`config.mk`:
```
export PLATFORM = sky130hd
export DESIGN_NAME = inst_queue
export DESIGN_NICKNAME = d
export VERILOG_FILES = /design/src/rtl/inst_queue.sv
export SDC_FILE = /design/constraint.sdc
export NUM_CORES = 1
export LEC_CHECK = 0
export ABC_AREA = 1
export CAP_MARGIN = 20
export CORE_MARGIN = 5
export CORE_UTILIZATION = 59
export DETAILED_ROUTE_END_ITERATION = 8
export PLACE_DENSITY_LB_ADDON = 0.12
export SYNTH_ARGS = -nofsm -noshare
export SYNTH_HDL_FRONTEND = slang
export SYNTH_SLANG_ARGS = --single-unit
```
`constraint.sdc`:
```
create_clock -name clk_i -period 5.5 [get_ports clk_i]
set_input_delay 0.825 -clock clk_i [delete_from_list [all_inputs] [get_ports clk_i]]
set_output_delay 0.825 -clock clk_i [all_outputs]
set_load 0.01 [all_outputs]
```
`src/rtl/inst_queue.sv`:
```
// Instruction queue between fetch and decode: a DEPTH-entry circular buffer
// with flush, registered pointers/count and masked head outputs.
module inst_queue #(
  parameter int unsigned DEPTH = 8,
  parameter int unsigned PTR_W = 3
) (
  input  logic              clk_i,
  input  logic              reset_i,
  input  logic              fetch_valid_i,
  input  logic [31:0]       fetch_pc_i,
  input  logic [31:0]       fetch_inst_i,
  output logic              fetch_ready_o,
  input  logic              decode_ready_i,
  output logic              inst_valid_o,
  output logic [31:0]       pc_o,
  output logic [31:0]       inst_o,
  input  logic              flush_i,
  output logic [PTR_W:0]    count_o,
  output logic              full_o,
  output logic              empty_o
);

  typedef struct packed {
    logic [31:0] pc;
    logic [31:0] inst;
  } entry_t;

  entry_t            mem [DEPTH];
  logic [PTR_W-1:0]  head_q;
  logic [PTR_W-1:0]  tail_q;
  logic [PTR_W:0]    count_q;
  logic              push;
  logic              pop;
  entry_t            head_entry;

  // Status derives from the registered count only, so ready never depends on decode.
  assign full_o        = (count_q == (PTR_W+1)'(DEPTH));
  assign empty_o       = (count_q == '0);
  assign fetch_ready_o = ~full_o;
  assign inst_valid_o  = ~empty_o;
  assign count_o       = count_q;

  assign push = fetch_valid_i & fetch_ready_o;
  assign pop  = inst_valid_o & decode_ready_i;

  assign head_entry = mem[head_q];
  assign pc_o       = inst_valid_o ? head_entry.pc   : 32'h0;
  assign inst_o     = inst_valid_o ? head_entry.inst : 32'h0;

  // Pointer and count state; flush overrides any push or pop in the same cycle.
  always_ff @(posedge clk_i or negedge reset_i) begin
    if (!reset_i) begin
      head_q  <= '0;
      tail_q  <= '0;
      count_q <= '0;
    end else if (flush_i) begin
      head_q  <= '0;
      tail_q  <= '0;
      count_q <= '0;
    end else begin
      if (push) tail_q <= tail_q + PTR_W'(1);
      if (pop)  head_q <= head_q + PTR_W'(1);
      if (push && !pop)      count_q <= count_q + (PTR_W+1)'(1);
      else if (pop && !push) count_q <= count_q - (PTR_W+1)'(1);
    end
  end

  // Entry storage is never cleared; stale contents are hidden by the output mask.
  always_ff @(posedge clk_i) begin
    if (push && !flush_i) begin
      mem[tail_q] <= '{pc: fetch_pc_i, inst: fetch_inst_i};
    end
  end

endmodule
```
### After elaboration in Yosys (flattened, before gate mapping)

Memories as Yosys holds them, arrays and structs flattened.
Cells that the tools add are included.

* memories: 1
* bits in writable memories: 512
* output and inout bits: 72
* flip-flop bits (word level): 10

Memories
* mem: depth 8, width 64, read ports 1, clocked after Yosys merged registers in 0, write ports 1, RTL line 28 `entry_t mem [DEPTH];`

* muxes and demuxes: 11
* bitwise logic cells: 4
* reductions and logical operators: 10
* equal/unequal tests: 1
* add/sub/neg operators: 4

Operators with widths (count)
* $mux W32: 2
* $mux W3: 4
* $mux W4: 3
* $add A3 B1 Y3 const B: 2
* $add A4 B1 Y4 const B: 1
* $eq A4 B4 Y1 const B: 1
* $logic_not A4 Y1: 1
* $reduce_bool A2 Y1: 2
* $sub A4 B1 Y4 const B: 1
* $logic_and A1 B1 Y1: 3
* $logic_not A1 Y1: 3
* $reduce_bool A3 Y1: 1
* $and A1 B1 Y1: 2
* $mux W1: 2
* $not A1 Y1: 2

### Depth between registers and ports, before layout

Gate-level depths: netlist (run 1).

* word-level depth: 8
* gate-level depth with buffers: 11
* mapped depth without buffers: 11

### Least setup slack after synthesis (run 1)

No wires, ideal clock.

* path kind: input -> register
* from: input port fetch_valid_i
* to: memory mem[0][0] in the netlist's numbering (enable)
* arrival: 3.856 ns
* path slack: 1.158 ns
* stages on the path: 4
* data required time: 5.014 ns
* path buffers: 0
* cells stage by stage: nand2_1 -> nor2_1 -> nand2_1 -> nor2_1

* word-level cells in the longest chain between the ends: 4

RTL lines
* start: declaration: RTL line 9 `input logic fetch_valid_i,`
* $and A1 B1 Y1: RTL line 43 `assign push = fetch_valid_i & fetch_ready_o;`
* $logic_and A1 B1 Y1: RTL line 70 `if (push && !flush_i) begin`
* $mux W1: RTL line 70
* $mux W1 (not written as such): RTL line 71 `mem[tail_q] <= '{pc: fetch_pc_i, inst: fetch_inst_i};`
* end: declaration: RTL line 28

Every way passes these cells.

### Worst setup path in the final report (run 1)

* from: register head_q[0]
* to: output port inst_o[29]

* word-level cells in the longest chain between the ends: 2

RTL lines
* start: declaration: RTL line 29 `logic [PTR_W-1:0] head_q;`
* start signal: assignment: RTL line 62 `if (pop) head_q <= head_q + PTR_W'(1);`
* $mem_v2 Z8 W64
* $mux W32: RTL line 48 `assign inst_o = inst_valid_o ? head_entry.inst : 32'h0;`
* end: declaration: RTL line 16 `output logic [31:0] inst_o,`

Every way passes these cells.

==> results of run 1 <==
-- flip-flops by register name (all words and copies together) (netlist names) --
name	cells
mem	512
tail_q	3
count_o	4
head_q	3
-- cell usage after synthesis, types with 2 or more instances --
cell and instances:
ha_1 4, buf_2 11, buf_6 2, buf_12 4
edfxtp_1 512, o22ai_1 64, nor2_1 396, inv_1 15
nand3_1 7, nand2_1 26, a21oi_1 8, buf_4 10
o21ai_0 278, dfrtp_1 10, clkbuf_1 60, buf_1 11
o21ai_1 48, mux2i_1 64
-- power breakdown --
part	total (mW)	switching (mW)	internal, mW
Sequential	4.58	0.0806	4.50
Clock	3.41	1.41	2.00
Combinational	2.97	1.76	1.21
Total	11.0	3.25	7.71
-- stage by stage --
step	util, %	instances
after detailed placement	64.91	2055
final	69.71	2149
after CTS	69.69	2147
after global placement	64.91	2055
after floorplan	-	1537
after global routing	69.71	2149
-- critical path, cell delays in order, from the launching register on --
cell and delay, ns:
dfrtp_4 0.45, buf_12 0.66, buf_4 0.78, nor2_1 0.11, nor2_1 0.10, o21ai_0 0.07, o21ai_0 0.08, o21ai_0 0.09
nor2_1 0.26, clkdlybuf4s50_1 0.59
-- logic make-up after synthesis --
kind of cell	count (synthesis)	synth area share, %
fa+ha+maj	5	0.3396
flops	522	75.74
simple gates	430	7.878
xor+xnor	1	0.04246
mux	64	3.105
buf+inv	115	2.784
compound gates	400	10.12
-- layer usage --
metal / track usage [%] / share of wire, % / wire (µm)
met5: 0 / 0.055 / 25
met4: 7.550 / 2.5 / 1148
met2: 38.04 / 49 / 22300
met3: 4.632 / 6.2 / 2806
met1: 31.58 / 42 / 18930
-- cell type report --
type,instances,area (µm²)
flip-flops and latches,522,15630
fillers,2387,10460
multi-input cells,900,4499
repair buffers,162,1654
clock buffers,64,1418
well taps,455,569.3
clock inverters,28,234.0
inverters,16,66.31
diodes,2,5.005
-- worst max-delay path by stage --
stage / start / endpoint / slack [ns] / cells past startpoint
floorplan: fetch_valid_i / mem[0][0]$_DFFE_PP_ / 1.16 / 4
global placement: head_q[0]$_DFFE_PN0P_ / inst_o[22] / 1.45 / 9
detailed placement: head_q[0]$_DFFE_PN0P_ / inst_o[22] / 1.42 / 9
CTS: head_q[0]$_DFFE_PN0P_ / inst_o[22] / 0.79 / 9
global route: head_q[0]$_DFFE_PN0P_ / inst_o[22] / 0.54 / 9
finish: head_q[0]$_DFFE_PN0P_ / inst_o[29] / 0.87 / 9
==> flow_summary_export.csv, run 1 <==
group,metric,value,unit
worst_setup_path,crit_type,"flop to primary output",
place,finalWeightedCongestion,0.7403,
global_route,grtUsageTotal,23.13,%
clocking,post-cts-setup-buffers,0,
sta,fin_crit,4.627,ns
sta,hold_ws,0.5904,ns
clocking,htreeDepth,2,
worst_setup_path,r2r_start,"count_o[2]$_DFFE_PN0P_",
sta,timing.final.crit_share,84.12,%
route,ant_nets,0,
power_and_ir_drop,peakVddDrop,0.3737,mV
die,die_w,197.0,µm
route,drt-total-wl,45210,µm
worst_setup_path,r2r-end,"count_o[3]$_DFFE_PN0P_",
die,die_area,0.03881,mm²
sta,setup_tns,0,ns
logic_synthesis,avgSynthCellArea,13.42,µm²
global_route,grt_pass1_wl,70250,µm
power_and_ir_drop,power_density,455.5,mW/mm²
sta,timing.fmax,216.1,MHz
route,vias,12630,
sta,maxSlewViolCount,0,
route,dr.pass1.iters,5,
logic_synthesis,syn_area,0.02063,mm²
clocking,numCtsBuffers,51,
sta,tightest_slew,0.9921,ns
logic_synthesis,synth-edff-count,512,
sta,relSlewSlack,33.86,%
finish,final_common_cell,"edfxtp_1",
worst_setup_path,end_kind,"primary output",
global_route,grt_pass1_vias,12670,
logic_synthesis,ys_warn_count,0,
run_status,status,"completed",
power_and_ir_drop,leakagePower,7.896,nW
clocking,clkTransAtPathRegs,0.06,ns
finish,areaGrowthSynthToFinish,16.71,%
sta,setup_viol,0,
worst_setup_path,required,4.68,ns
logic_synthesis,syn_inst,1537,
logic_synthesis,synth_seq_cells,522,
finish,layout-drive-gt1-share,6.560,%
route,viasPerCell,5.875,
logic_synthesis,netlist.area_leader.share,74.52,%
global_route,grt_max_degree,191,
place,dp_hpwl,22440,µm
die,rows,68,
die,die_h,197.0,µm
clocking,clock-sinks,522,
logic_synthesis,synth.largest_area_cell,"edfxtp_1",
logic_synthesis,synth.net_count,1611,
worst_hold_path,hold_path.class,"primary input to asynchronous set/reset pin",
logic_synthesis,ys.flop_type,"edfxtp_1",
logic_synthesis,async_flop_share,1.916,%
worst_setup_path,rrSetupSlack,2.36,ns
clocking,cts_max_path_buffers,3,
finish,final_cell_mix,"edfxtp_1 (512), nor2_1 (388), o21ai_0 (278), clkdlybuf4s50_1 (140)",
clocking,ctsResizeCount,0,
clocking,cts-hold-fix-buffers,0,
route,first_iter_violations,860,
worst_setup_path,path_max_fanout,190,
logic_synthesis,synthTopCellsByArea,"edfxtp_1 (75%), nor2_1 (7.2%), o21ai_0 (6.7%)",
logic_synthesis,synth_cell_type_count,25,
finish,num-nets-final,1727,
clocking,clk_latency,0.58,ns
route,drc,0,
route,wl_per_cell,21.04,µm
sta,rsz0062_at_grt,"no",
worst_setup_path,rr_worst_depth,11,
place,io_buffer_count,140,
global_route,antenna_found_initial,4,
worst_setup_path,worstSetupStartpointType,"flop",
die,initial_core_util,59.73,%
sta,worst_slack,0.8735,ns
worst_setup_path,critPathArrivalTime,3.80,ns
run,max-cap-violations,0,
global_route,gr-total-overflow,0,
place,place_area,0.02242,mm²
power_and_ir_drop,power,10.97,mW
place,pre_cts_slack,1.422,ns
sta,clock_skew,0.01642,ns
die,pin_count,141,
clocking,cts-root-buf,"clkbuf_16",
sta,hold_viol_final,0,
clocking,cts_tree,"yes",
die,core,0.03454,mm²
finish,final_cell_area,0.02408,mm²
logic_synthesis,synth-seq-area-share,75.74,%
(Power assumes the default switching activity.)
==> inputs of run 2 (changes only) <==
==> constraint.sdc (replaced) <==
create_clock -name clk_i -period 4.6 [get_ports clk_i]
set_input_delay 0.69 -clock clk_i [delete_from_list [all_inputs] [get_ports clk_i]]
set_output_delay 0.69 -clock clk_i [all_outputs]
set_load 0.01 [all_outputs]
==> run 2 against run 1 <==
Net effect:
- critical path type unchanged
- critical endpoint is now pc_o[19]
- highest routed layer is now met4
- first-iteration DRC count grew 13%
- die area stayed put
- power is 17% higher
- utilization shrank 0.16 points
- setup slack lost 0.26 ns
==> flow_summary_export.csv, run 2 (synthesis results as in run 1) <==
group,metric,value,unit
clocking,clkTransAtPathRegs,0.06,ns
worst_setup_path,crit_chain,"inv_6, buf_4, o21ai_0, o21ai_1, o21ai_0, nor2_1, clkdlybuf4s50_1",
sta,clock_skew,0.008627,ns
die,die_w,197.0,µm
sta,timing.fmax,250.6,MHz
power_and_ir_drop,power,12.82,mW
run,max-cap-violations,0,
clocking,numCtsBuffers,51,
clocking,cts_tree,"yes",
sta,tightest_slew,0.9592,ns
place,finalWeightedCongestion,0.7829,
global_route,gr-total-overflow,0,
global_route,antenna_found_initial,1,
clocking,cts_max_path_buffers,3,
worst_setup_path,max_stage_delay,0.61,ns
worst_setup_path,crit_type,"flop to primary output",
finish,num-nets-final,1729,
route,vias,12420,
finish,final_cell_area,0.02403,mm²
power_and_ir_drop,leakagePower,7.867,nW
clocking,ctsResizeCount,0,
sta,relSlewSlack,36.05,%
run_status,status,"completed",
sta,timing.final.crit_share,86.73,%
die,die_h,197.0,µm
worst_setup_path,crit_slowest_cell,"dfrtp_4",
clocking,post-cts-setup-buffers,0,
worst_setup_path,end_kind,"primary output",
finish,regMostFlops,"mem",
die,die_area,0.03881,mm²
global_route,grt_pass1_wl,68310,µm
clocking,cts-root-buf,"clkbuf_16",
sta,setup_tns,0,ns
worst_hold_path,hold_path.class,"primary input to asynchronous set/reset pin",
place,place_inst,2057,
place,io_buffer_count,140,
sta,rsz0062_at_grt,"no",
global_route,grt_max_degree,125,
worst_setup_path,path_max_fanout,83,
die,pin_count,141,
route,dr.pass1.iters,5,
worst_setup_path,cp_top_family,"buffers and inverters",
finish,final_common_cell,"edfxtp_1",
clocking,clk_latency,0.56,ns
clocking,htreeDepth,2,
power_and_ir_drop,peakVddDrop,0.4637,mV
sta,fin_crit,3.990,ns
route,viasPerCell,5.774,
sta,maxSlewViolCount,0,
finish,final_cell_mix,"edfxtp_1 (512), nor2_1 (388), o21ai_0 (278), clkdlybuf4s50_1 (140)",
global_route,grtUsageTotal,22.51,%
route,drt-total-wl,44100,µm
worst_setup_path,worstSetupStartpointType,"flop",
worst_setup_path,path_common_cell,"o21ai_0",
clocking,cts-hold-fix-buffers,0,
die,core,0.03454,mm²
route,wl_per_cell,20.50,µm
die,initial_core_util,59.73,%
worst_setup_path,required,3.91,ns
global_route,grt_pass1_vias,12210,
finish,largest_reg_flops,512,
place,pre_cts_slack,1.189,ns
finish,layout-drive-gt1-share,6.313,%
worst_setup_path,critPathArrivalTime,3.30,ns
place,dp_hpwl,22830,µm
sta,setup_viol,0,
sta,worst_slack,0.6102,ns
route,first_iter_violations,974,
route,ant_nets,0,
finish,areaGrowthSynthToFinish,16.45,%
die,rows,68,
clocking,clock-sinks,522,
place,place_area,0.02249,mm²
power_and_ir_drop,power_density,533.5,mW/mm²
worst_setup_path,path_buf_inv,3,
route,drc,0,
finish,instances_no_fill,2151,
sta,hold_viol_final,0,
## run 2: cell types whose count changed in the layout (fill, tap and decap cells not counted), sizes merged
cell	previous run	this run
diode	2	1
inv	15	17
clkinv	23	18
clkbuf	64	74
buf	22	24
clkinvlp	2	0
bufinv	4	0
## run 2: final timing paths
kind | from | end | slack (ns) | depth (start not counted)
setup / recovery | head_q[0]$_DFFE_PN0P_ | pc_o[19] | 0.61 | 7
hold / removal | reset_i | count_o[2]$_DFFE_PN0P_ | 0.46 | 1
setup reg to reg | count_o[1]$_DFFE_PN0P_ | count_o[3]$_DFFE_PN0P_ | 1.61 | 10
hold reg to reg | count_o[2]$_DFFE_PN0P_ | count_o[2]$_DFFE_PN0P_ | 0.58 | 2
max in group asynchronous | reset_i | head_q[0]$_DFFE_PN0P_ | 3.76 | 1
min in group clk_i | count_o[2]$_DFFE_PN0P_ | count_o[2]$_DFFE_PN0P_ | 0.58 | 2
## run 2: worst register-to-register path, delay by kind of cell (launching register included)
family / cells / cell delay, ns
DFF: 1 / 0.43
and+or+nand+nor: 7 / 1.74
AOI/OAI and AO/OA: 2 / 0.33
adders and majority gates: 1 / 0.36
## run 2: metal layers
layer / vias up / GRT usage [%] / routed length, µm
li1: 5862 / - / -
met1: 6059 / 31.62 / 18640
met2: 404 / 37.32 / 21540
met3: 95 / 3.316 / 2745
met4: 0 / 6.703 / 1185
met5: - / 0 / 0
## run 2: power by group
part	internal, mW	switching, mW
Combinational	1.46	2.04
Clock	2.17	1.65
Sequential	5.38	0.115
## run 2: metrics by stage
step                      hold WS (ns)  utilization, %
after detailed placement        0.5610           65.10
after global placement          0.5615           65.10
after global routing            0.4950           69.55
after floorplan                 0.3944               -
after CTS                       0.4632           69.55
final                           0.4639           69.55
## run 2: area by class of cell
type                       instances  area, µm²
sequential                       522      15630
multi-input combinational        900       4499
inverter                          16      65.06
clock buffer                      74       1445
tap                              455      569.3
antenna                            1      2.502
fill                            2359      10520
timing repair buffer             164       1719
clock inverter                    19      91.34
==> inputs of run 3 (changes only) <==
--- a/config.mk
+++ b/config.mk
@@ -8,7 +8,7 @@
 export ABC_AREA = 1
 export CAP_MARGIN = 20
 export CORE_MARGIN = 5
-export CORE_UTILIZATION = 59
+export CORE_UTILIZATION = 50
 export DETAILED_ROUTE_END_ITERATION = 8
 export PLACE_DENSITY_LB_ADDON = 0.12
 export SYNTH_ARGS = -nofsm -noshare
==> run 3 against run 2 <==
Net effect:
- cell count grew 4.0%
- wire length grew 5.7%
- global-route usage shrank 2.0 points
- sequential share of layout area shrank 0.36 points
- first-iteration DRC count grew 9.8%
==> flow_summary_export.csv, run 3 (synthesis results as in run 1) <==
group,metric,value,unit
sta,timing.final.crit_share,85.91,%
place,pre_cts_slack,1.238,ns
power_and_ir_drop,comb_power_share,27.7,%
die,die_w,213.1,µm
clocking,clkTransAtPathRegs,0.06,ns
global_route,gr-total-overflow,0,
power_and_ir_drop,seq_power_share,42.3,%
clocking,cts_max_path_buffers,3,
finish,area.sequential,0.01563,mm²
power_and_ir_drop,p_switching,3.909,mW
power_and_ir_drop,power,12.96,mW
sta,tightest_slew,1.070,ns
power_and_ir_drop,power_density,536.5,mW/mm²
place,place_inst,2139,
worst_setup_path,critPathArrivalTime,3.26,ns
route,vias,12420,
sta,hold_ws,0.4334,ns
clocking,clk_latency,0.58,ns
power_and_ir_drop,peakVddDrop,0.4161,mV
worst_hold_path,hold_path.class,"primary input to asynchronous set/reset pin",
sta,clock_skew,0.01660,ns
sta,relSlewSlack,28.70,%
die,initial_core_util,50.53,%
global_route,grt_max_degree,197,
worst_setup_path,crit_type,"flop to primary output",
sta,setup_tns,0,ns
global_route,antenna_found_initial,2,
finish,final_cell_mix,"edfxtp_1 (512), nor2_1 (388), o21ai_0 (278), clkdlybuf4s50_1 (140)",
finish,num-nets-final,1736,
route,first_iter_violations,1069,
die,core,0.04083,mm²
route,drc,0,
place,finalWeightedCongestion,0.7573,
clocking,cts_tree,"yes",
worst_setup_path,cp-startpoint,"head_q[1]$_DFFE_PN0P_",
route,ant_nets,0,
finish,multi_input_area,0.004494,mm²
die,die_h,213.1,µm
sta,rsz0062_at_grt,"no",
sta,setup_viol,0,
sta,hold_viol_final,0,
global_route,grt_pass1_vias,12350,
finish,final_common_cell,"edfxtp_1",
run_status,status,"completed",
finish,final_cell_area,0.02416,mm²
clocking,cts-root-buf,"clkbuf_16",
global_route,grt_pass1_wl,71410,µm
place,io_buffer_count,140,
worst_setup_path,path_max_fanout,82,
clocking,numCtsBuffers,53,
clocking,post-cts-setup-buffers,0,
worst_setup_path,end_kind,"primary output",
die,pin_count,141,
worst_setup_path,r2r_start,"count_o[3]$_DFFE_PN0P_",
finish,regMostFlops,"mem",
route,wl_per_cell,20.82,µm
worst_setup_path,worstSetupStartpointType,"flop",
clocking,clock-sinks,522,
finish,areaGrowthSynthToFinish,17.10,%
power_and_ir_drop,leakagePower,7.899,nW
finish,instances_no_fill,2238,
die,rows,74,
sta,worst_slack,0.6480,ns
sta,maxSlewViolCount,0,
global_route,grtUsageTotal,20.55,%
route,viasPerCell,5.548,
finish,nFillCells,3235,
place,place_area,0.02259,mm²
run,max-cap-violations,0,
worst_setup_path,required,3.91,ns
clocking,htreeDepth,2,
power_and_ir_drop,swShare,30.16,%
finish,layout-drive-gt1-share,6.628,%
route,drt-total-wl,46600,µm
sta,timing.fmax,253.0,MHz
power_and_ir_drop,p_int,9.052,mW
place,dp_hpwl,23350,µm
finish,fin_util,59.17,%
finish,largest_reg_flops,512,
route,dr.pass1.iters,5,
clocking,cts-hold-fix-buffers,0,
clocking,ctsResizeCount,0,
die,die_area,0.04542,mm²
power_and_ir_drop,p_clk_share,30.0,%
sta,fin_crit,3.952,ns
==> run 3: cell count changes in the layout (fill, tap and decap cells not counted), sizes merged <==
cell | before | now
clkinv | 18 | 27
buf | 24 | 29
clkbuf | 74 | 67
clkinvlp | 0 | 3
==> run 3: power by group through the flow <==
stage          sequential, mW  clock, mW  combinational (mW)
2_1_floorplan            5.54          0                2.08
3_3_place_gp             5.58          0                3.60
3_5_place_dp             5.58          0                3.62
4_1_cts                  5.48       3.98                3.65
5_1_grt                  5.50       4.19                3.98
6_report                 5.48       3.88                3.60
==> run 3: path summary, 6_finish.rpt <==
check / endpoint / slack, ns / cells past startpoint
setup / recovery: inst_o[4] / 0.65 / 6
hold / removal: count_o[3]$_DFFE_PN0P_ / 0.43 / 1
setup reg to reg: count_o[3]$_DFFE_PN0P_ / 1.76 / 11
hold reg to reg: count_o[2]$_DFFE_PN0P_ / 0.57 / 2
max in group asynchronous: head_q[1]$_DFFE_PN0P_ / 3.79 / 1
min in group clk_i: count_o[2]$_DFFE_PN0P_ / 0.57 / 2
==> run 3: area by class of cell <==
class / instances / area share (%)
sequential: 522 / 64.71
multi-input combinational: 900 / 18.60
timing repair buffer: 169 / 7.168
clock buffer: 67 / 5.883
tap: 532 / 2.755
clock inverter: 31 / 0.6008
inverter: 16 / 0.2693
antenna: 1 / 0.01036
==> run 3: per-layer routing <==
layer	vias up	track usage, %	part of all wire, %	wire length (µm)
met5	-	0	0.015	7
met4	2	5.746	2.1	959
met3	66	3.262	5.1	2368
met2	286	34.92	49	23060
met1	6177	27.88	43	20200
li1	5885	-	-	-
==> run 3: worst max-delay path, cell delays in order (launching register included) <==
cell             delay (ns)
dfrtp_4                1.01
buf_4                  0.46
o21ai_0                0.16
o22ai_1                0.21
nor2_1                 0.06
nor2_1                 0.16
clkdlybuf4s50_1        0.55
